`src/rtl/mem_burst_ctrl.sv`:
```
// Burst request sequencer for the 32-entry register memory: write beats pass straight through, read beats land in a back-pressurable output register.
// Optional MEM_BURST_CTRL_WRAP_EN: burst addresses wrap modulo MEM_SIZE instead of rejecting out-of-range requests.
module mem_burst_ctrl #(
  parameter  int WIDTH      = 32,
  parameter  int MEM_SIZE   = 32,
  localparam int ADDR_WIDTH = $clog2(MEM_SIZE)
) (
  input  logic                  clk,
  input  logic                  rst,
  input  logic                  req_valid,
  output logic                  req_ready,
  input  logic                  req_we,
  input  logic [ADDR_WIDTH-1:0] req_addr,
  input  logic [ADDR_WIDTH-1:0] req_len,
  input  logic                  wdata_valid,
  output logic                  wdata_ready,
  input  logic [WIDTH-1:0]      wdata,
  output logic                  rdata_valid,
  input  logic                  rdata_ready,
  output logic [WIDTH-1:0]      rdata,
  output logic                  rdata_last,
  output logic                  busy,
  output logic                  err,
  output logic                  mem_write,
  output logic [ADDR_WIDTH-1:0] mem_addr,
  output logic [WIDTH-1:0]      mem_idata,
  input  logic [WIDTH-1:0]      mem_odata
);

  typedef enum logic [1:0] {
    IDLE,
    WR,
    RD
  } state_t;

  state_t                state_q, state_d;
  logic [ADDR_WIDTH-1:0] cur_addr_q, cur_addr_d;
  logic [ADDR_WIDTH-1:0] beats_left_q, beats_left_d;
  logic [WIDTH-1:0]      rdata_q, rdata_d;
  logic                  rdata_valid_q, rdata_valid_d;
  logic                  rdata_last_q, rdata_last_d;
  logic                  err_q, err_d;
  logic                  range_err;

`ifdef MEM_BURST_CTRL_WRAP_EN
  assign range_err = 1'b0;
`else
  localparam logic [ADDR_WIDTH:0] LAST_ADDR = (ADDR_WIDTH + 1)'(MEM_SIZE - 1);
  logic [ADDR_WIDTH:0] req_end;

  // One extra bit so the end address cannot silently wrap before the compare.
  assign req_end   = {1'b0, req_addr} + {1'b0, req_len};
  assign range_err = (req_end > LAST_ADDR);
`endif

  always_comb begin
    state_d       = state_q;
    cur_addr_d    = cur_addr_q;
    beats_left_d  = beats_left_q;
    rdata_d       = rdata_q;
    rdata_valid_d = rdata_valid_q;
    rdata_last_d  = rdata_last_q;
    err_d         = 1'b0;

    if (rdata_valid_q && rdata_ready) begin
      rdata_valid_d = 1'b0;
    end

    case (state_q)
      IDLE: begin
        if (req_valid) begin
          cur_addr_d   = req_addr;
          beats_left_d = req_len;
          if (range_err) begin
            err_d = 1'b1;
          end else begin
            state_d = req_we ? WR : RD;
          end
        end
      end
      WR: begin
        if (wdata_valid) begin
          cur_addr_d   = cur_addr_q + 1'b1;
          beats_left_d = beats_left_q - 1'b1;
          if (beats_left_q == '0) begin
            state_d = IDLE;
          end
        end
      end
      RD: begin
        // A capture may refill the register in the same cycle the consumer drains it.
        if (!rdata_valid_q || rdata_ready) begin
          rdata_d       = mem_odata;
          rdata_valid_d = 1'b1;
          rdata_last_d  = (beats_left_q == '0);
          cur_addr_d    = cur_addr_q + 1'b1;
          beats_left_d  = beats_left_q - 1'b1;
          if (beats_left_q == '0) begin
            state_d = IDLE;
          end
        end
      end
      default: state_d = IDLE;
    endcase
  end

  always_ff @(posedge clk or posedge rst) begin
    if (rst) begin
      state_q       <= IDLE;
      cur_addr_q    <= '0;
      beats_left_q  <= '0;
      rdata_q       <= '0;
      rdata_valid_q <= 1'b0;
      rdata_last_q  <= 1'b0;
      err_q         <= 1'b0;
    end else begin
      state_q       <= state_d;
      cur_addr_q    <= cur_addr_d;
      beats_left_q  <= beats_left_d;
      rdata_q       <= rdata_d;
      rdata_valid_q <= rdata_valid_d;
      rdata_last_q  <= rdata_last_d;
      err_q         <= err_d;
    end
  end

  assign req_ready   = (state_q == IDLE);
  assign busy        = (state_q != IDLE);
  assign wdata_ready = (state_q == WR);
  assign mem_write   = (state_q == WR) && wdata_valid;
  assign mem_addr    = cur_addr_q;
  assign mem_idata   = wdata;
  assign rdata       = rdata_q;
  assign rdata_valid = rdata_valid_q;
  assign rdata_last  = rdata_last_q;
  assign err         = err_q;

endmodule
```
`config.mk`:
```
export PLATFORM = sky130hd
export DESIGN_NAME = mem_burst_ctrl
export DESIGN_NICKNAME = d
export VERILOG_FILES = /design/src/rtl/mem_burst_ctrl.sv
export SDC_FILE = /design/constraint.sdc
export NUM_CORES = 1
export LEC_CHECK = 0
export CAP_MARGIN = 5
export CORE_MARGIN = 4
export CORE_UTILIZATION = 45
export CTS_BUF_LIST = sky130_fd_sc_hd__clkbuf_4
export DETAILED_ROUTE_END_ITERATION = 12
export DONT_BUFFER_PORTS = 1
export SLEW_MARGIN = 5
export SYNTH_ARGS = -nofsm -noshare
export SYNTH_HDL_FRONTEND = slang
export SYNTH_SLANG_ARGS = --single-unit
```
`constraint.sdc`:
```
create_clock -name clk -period 2 [get_ports clk]
set_input_delay 0.4 -clock clk [delete_from_list [all_inputs] [get_ports clk]]
set_output_delay 0.4 -clock clk [all_outputs]
set_load 0.05 [all_outputs]
```
==> flow_summary.yaml <==
global_routing:
  grt_usage_pct: 15.5
  antenna_found_initial: 0
  grt_overflow_total: 0
  grt_pass1_vias: 1600
  grt_pass1_wl_mm: 7.86
  grt_max_degree: 27
layout:
  syn_to_final_growth_pct: 0.931
  diodes: 0
  stdcell_area_um2: 2440
  final_common_cell: "dfrtp_1"
  nets: 282
  final_cell_mix: "47 x dfrtp_1, 33 x mux2_2, 11 x buf_4"
  drive_gt1_share_pct: 31.8
power_and_ir_drop:
  power_density_nw_per_um2: 2250
  power_frac_seq_pct: 56.4
  internal-power_uw: 2480
  leakage_uw: 0.00108
  combPwrFrac_pct: 35.9
  swShare_pct: 54.8
  clkPwrFrac_pct: 7.7
  ir_drop_uv: 950
  p_switching_uw: 3010
sta:
  drv_slew: 0
  period_minus_slack_ns: 1.92
  skew_ns: 0.0141
  fmax_mhz: 522
  tightest_slew_ns: 0.578
  final_hold_viol_count: 0
  period_share_pct: 95.8
  setup_viol: 0
  whs_ns: 0.174
  slew_headroom_pct: 61.5
synthesis:
  synth_cell_types: 33
  synth_seq_cells: 47
  syn_area_per_cell_um2: 11.7
  syn-instance-count: 207
  ys_seq_area_share_pct: 48.6
  synth_fp_nets: 298
  yosysWarningCount: 0
  syn_area_um2: 2420
clocking:
  clock_path_buffers: 2
  cts_num_sinks: 47
  cts_tree: "built"
  cts_root_buffer: "clkbuf_4"
  clk_pin_slew_ns: 0.13
  numCtsBuffers: 5
  clk_latency_ns: 0.35
  h-tree-depth: 2
worst_setup_path:
  critPathKind: "reg -> out"
  path_max_fanout: 7
  crit_path_cell_trace: "inv_1 > ha_2 > buf_8 > inv_1 > buf_4"
  path_buf_inv: 4
  cp-start-kind: "register"
  cp-startpoint: "state_q[1]"
  crit_arrival_ns: 1.52
  slowest_stage: "dfrtp_1"
  endpoint_kind: "primary output"
  timing.rr.start: "state_q[1]"
  cp_common_cell: "inv_1"
  worstPathRequired_ns: 1.60
  slowest_delay_ns: 0.44
  critPathTopFamily: "buffers and inverters"
floorplanning:
  die_y_um: 81.3
  ios: 156
  dieArea_um2: 6610
  core_area_um2: 5170
  die-width_um: 81.3
  row_count: 26
  start_util_pct: 46.8
detailed_routing:
  drt-initial-drc-count: 22
  route.detailed.drc: 0
  viasPerCell: 5.55
  num_vias: 1453
  drtAntennaViolNets: 0
  wl_per_cell_um: 19.5
  wirelength_mm: 5.12
  first_pass_iters: 4
outcome:
  status: "finished clean"
worst_hold_path:
  hold_class: "in -> reg"
  hold_start: "req_valid"
placement:
  place_congestion: 0.762
  dpl.hpwl_mm: 4.06
  dpl-instance-area_um2: 2350
  placement.io_buffers: 0
flow_run:
  maxCapViolations: 0
[cell type report]
cell class / count / area, um^2
Fill cell: 464 / 2730
Sequential cell: 47 / 1180
Multi-Input combinational cell: 112 / 941
Timing Repair Buffer: 15 / 148
Tap cell: 70 / 87.6
Clock buffer: 5 / 37.5
Inverter: 10 / 37.5
Clock inverter: 3 / 15.0
[state kept, by name, summed over array words and instances, names as in the netlist]
register      count
beats_left_q      5
err               1
mem_addr          5
rdata            32
rdata_last        1
rdata_valid       1
state_q           2
[per-layer routing]
metal / vias to the layer above / part of all wire [%] / GRT usage (%)
met5: - / 0 / 0
met4: 0 / 4.0 / 8.11
met3: 33 / 12 / 5.54
met2: 70 / 50 / 26.8
met1: 697 / 34 / 16.4
li1: 653 / - / -
[through the flow]
stage	power [uW]	cells	setup TNS [ns]	utilization [%]	worst slack, ns
3_5_place_dp	5070	251	0	45.5	0.262
5_1_grt	5820	262	-0.0114	47.2	-0.0114
2_1_floorplan	4740	207	0	-	0.0759
6_report	5490	262	0	47.2	0.0840
4_1_cts	5500	260	0	46.7	0.0147
3_3_place_gp	4960	251	0	45.5	0.314
[power groups by stage]
stage | sequential [uW] | clock, uW | combinational [uW]
after floorplan | 3120 | 0 | 1620
after global placement | 3100 | 0 | 1860
after detailed placement | 3130 | 0 | 1940
after CTS | 3100 | 446 | 1950
after global routing | 3150 | 481 | 2200
final | 3100 | 420 | 1970
[synth_stat cells]
cell type	n	share of area [%]
dfrtp_1	47	49
mux2_2	33	15
buf_4	32	9.9
ha_1	11	5.7
a21oi_1	10	2.1
inv_1	10	1.6
nand2_1	9	1.4
nand3_1	6	1.2
o21ai_0	6	1.2
nand2b_1	5	1.3
a2bb2oi_1	4	1.4
buf_2	4	0.83
mux2i_1	4	1.7
nor2_1	4	0.62
clkbuf_1	2	0.31
nor3_1	2	0.41
o22ai_1	2	0.52
a211oi_2	1	0.52
a21o_2	1	0.36
a221oi_1	1	0.36
a41oi_1	1	0.36
and2_1	1	0.26
nand3b_2	1	0.47
nand4_1	1	0.26
nand4b_2	1	0.62
nor2b_1	1	0.26
nor4b_2	1	0.62
o2111ai_1	1	0.36
o21ai_1	1	0.21
o21bai_1	1	0.31
o22a_1	1	0.36
or2_2	1	0.26
or3_1	1	0.26
[worst register-to-register path, stage by stage (launching register included)]
cell	delay [ns]
dfrtp_1	0.44
buf_4	0.14
ha_1	0.21
nand3b_2	0.12
nand4b_2	0.28
buf_4	0.26
a21oi_1	0.13
a2bb2oi_1	0.18
[worst paths after layout]
path,end,slack [ns],depth (start not counted)
max,busy,0.08,5
min,err,0.17,1
max reg2reg,mem_addr[4],0.18,7
min reg2reg,beats_left_q[4],0.56,1
max in group asynchronous,rdata_valid,0.99,3
min in group asynchronous,rdata[29],0.52,2
[what timing repair did]
| action | CTS | global route |
|---|---|---|
| setup buffers | 0 | 2 |
| endpoints found under the hold margin | 21 | 0 |
| hold buffers | 1 | 0 |
| gates resized for setup | 0 | 3 |
| endpoints found under the setup margin | 0 | 1 |
[cell families after synthesis]
logic type | Yosys count | share of synthesized area, %
flip-flops | 47 | 48.6
adder cells (fa/ha/maj) | 11 | 5.69
multiplexers | 37 | 17.0
AND/OR/NAND/NOR | 34 | 7.96
buffers and inverters | 48 | 12.6
AO/OA/AOI/OAI | 30 | 8.12
No activity file was read; power rests on OpenSTA's default activity.
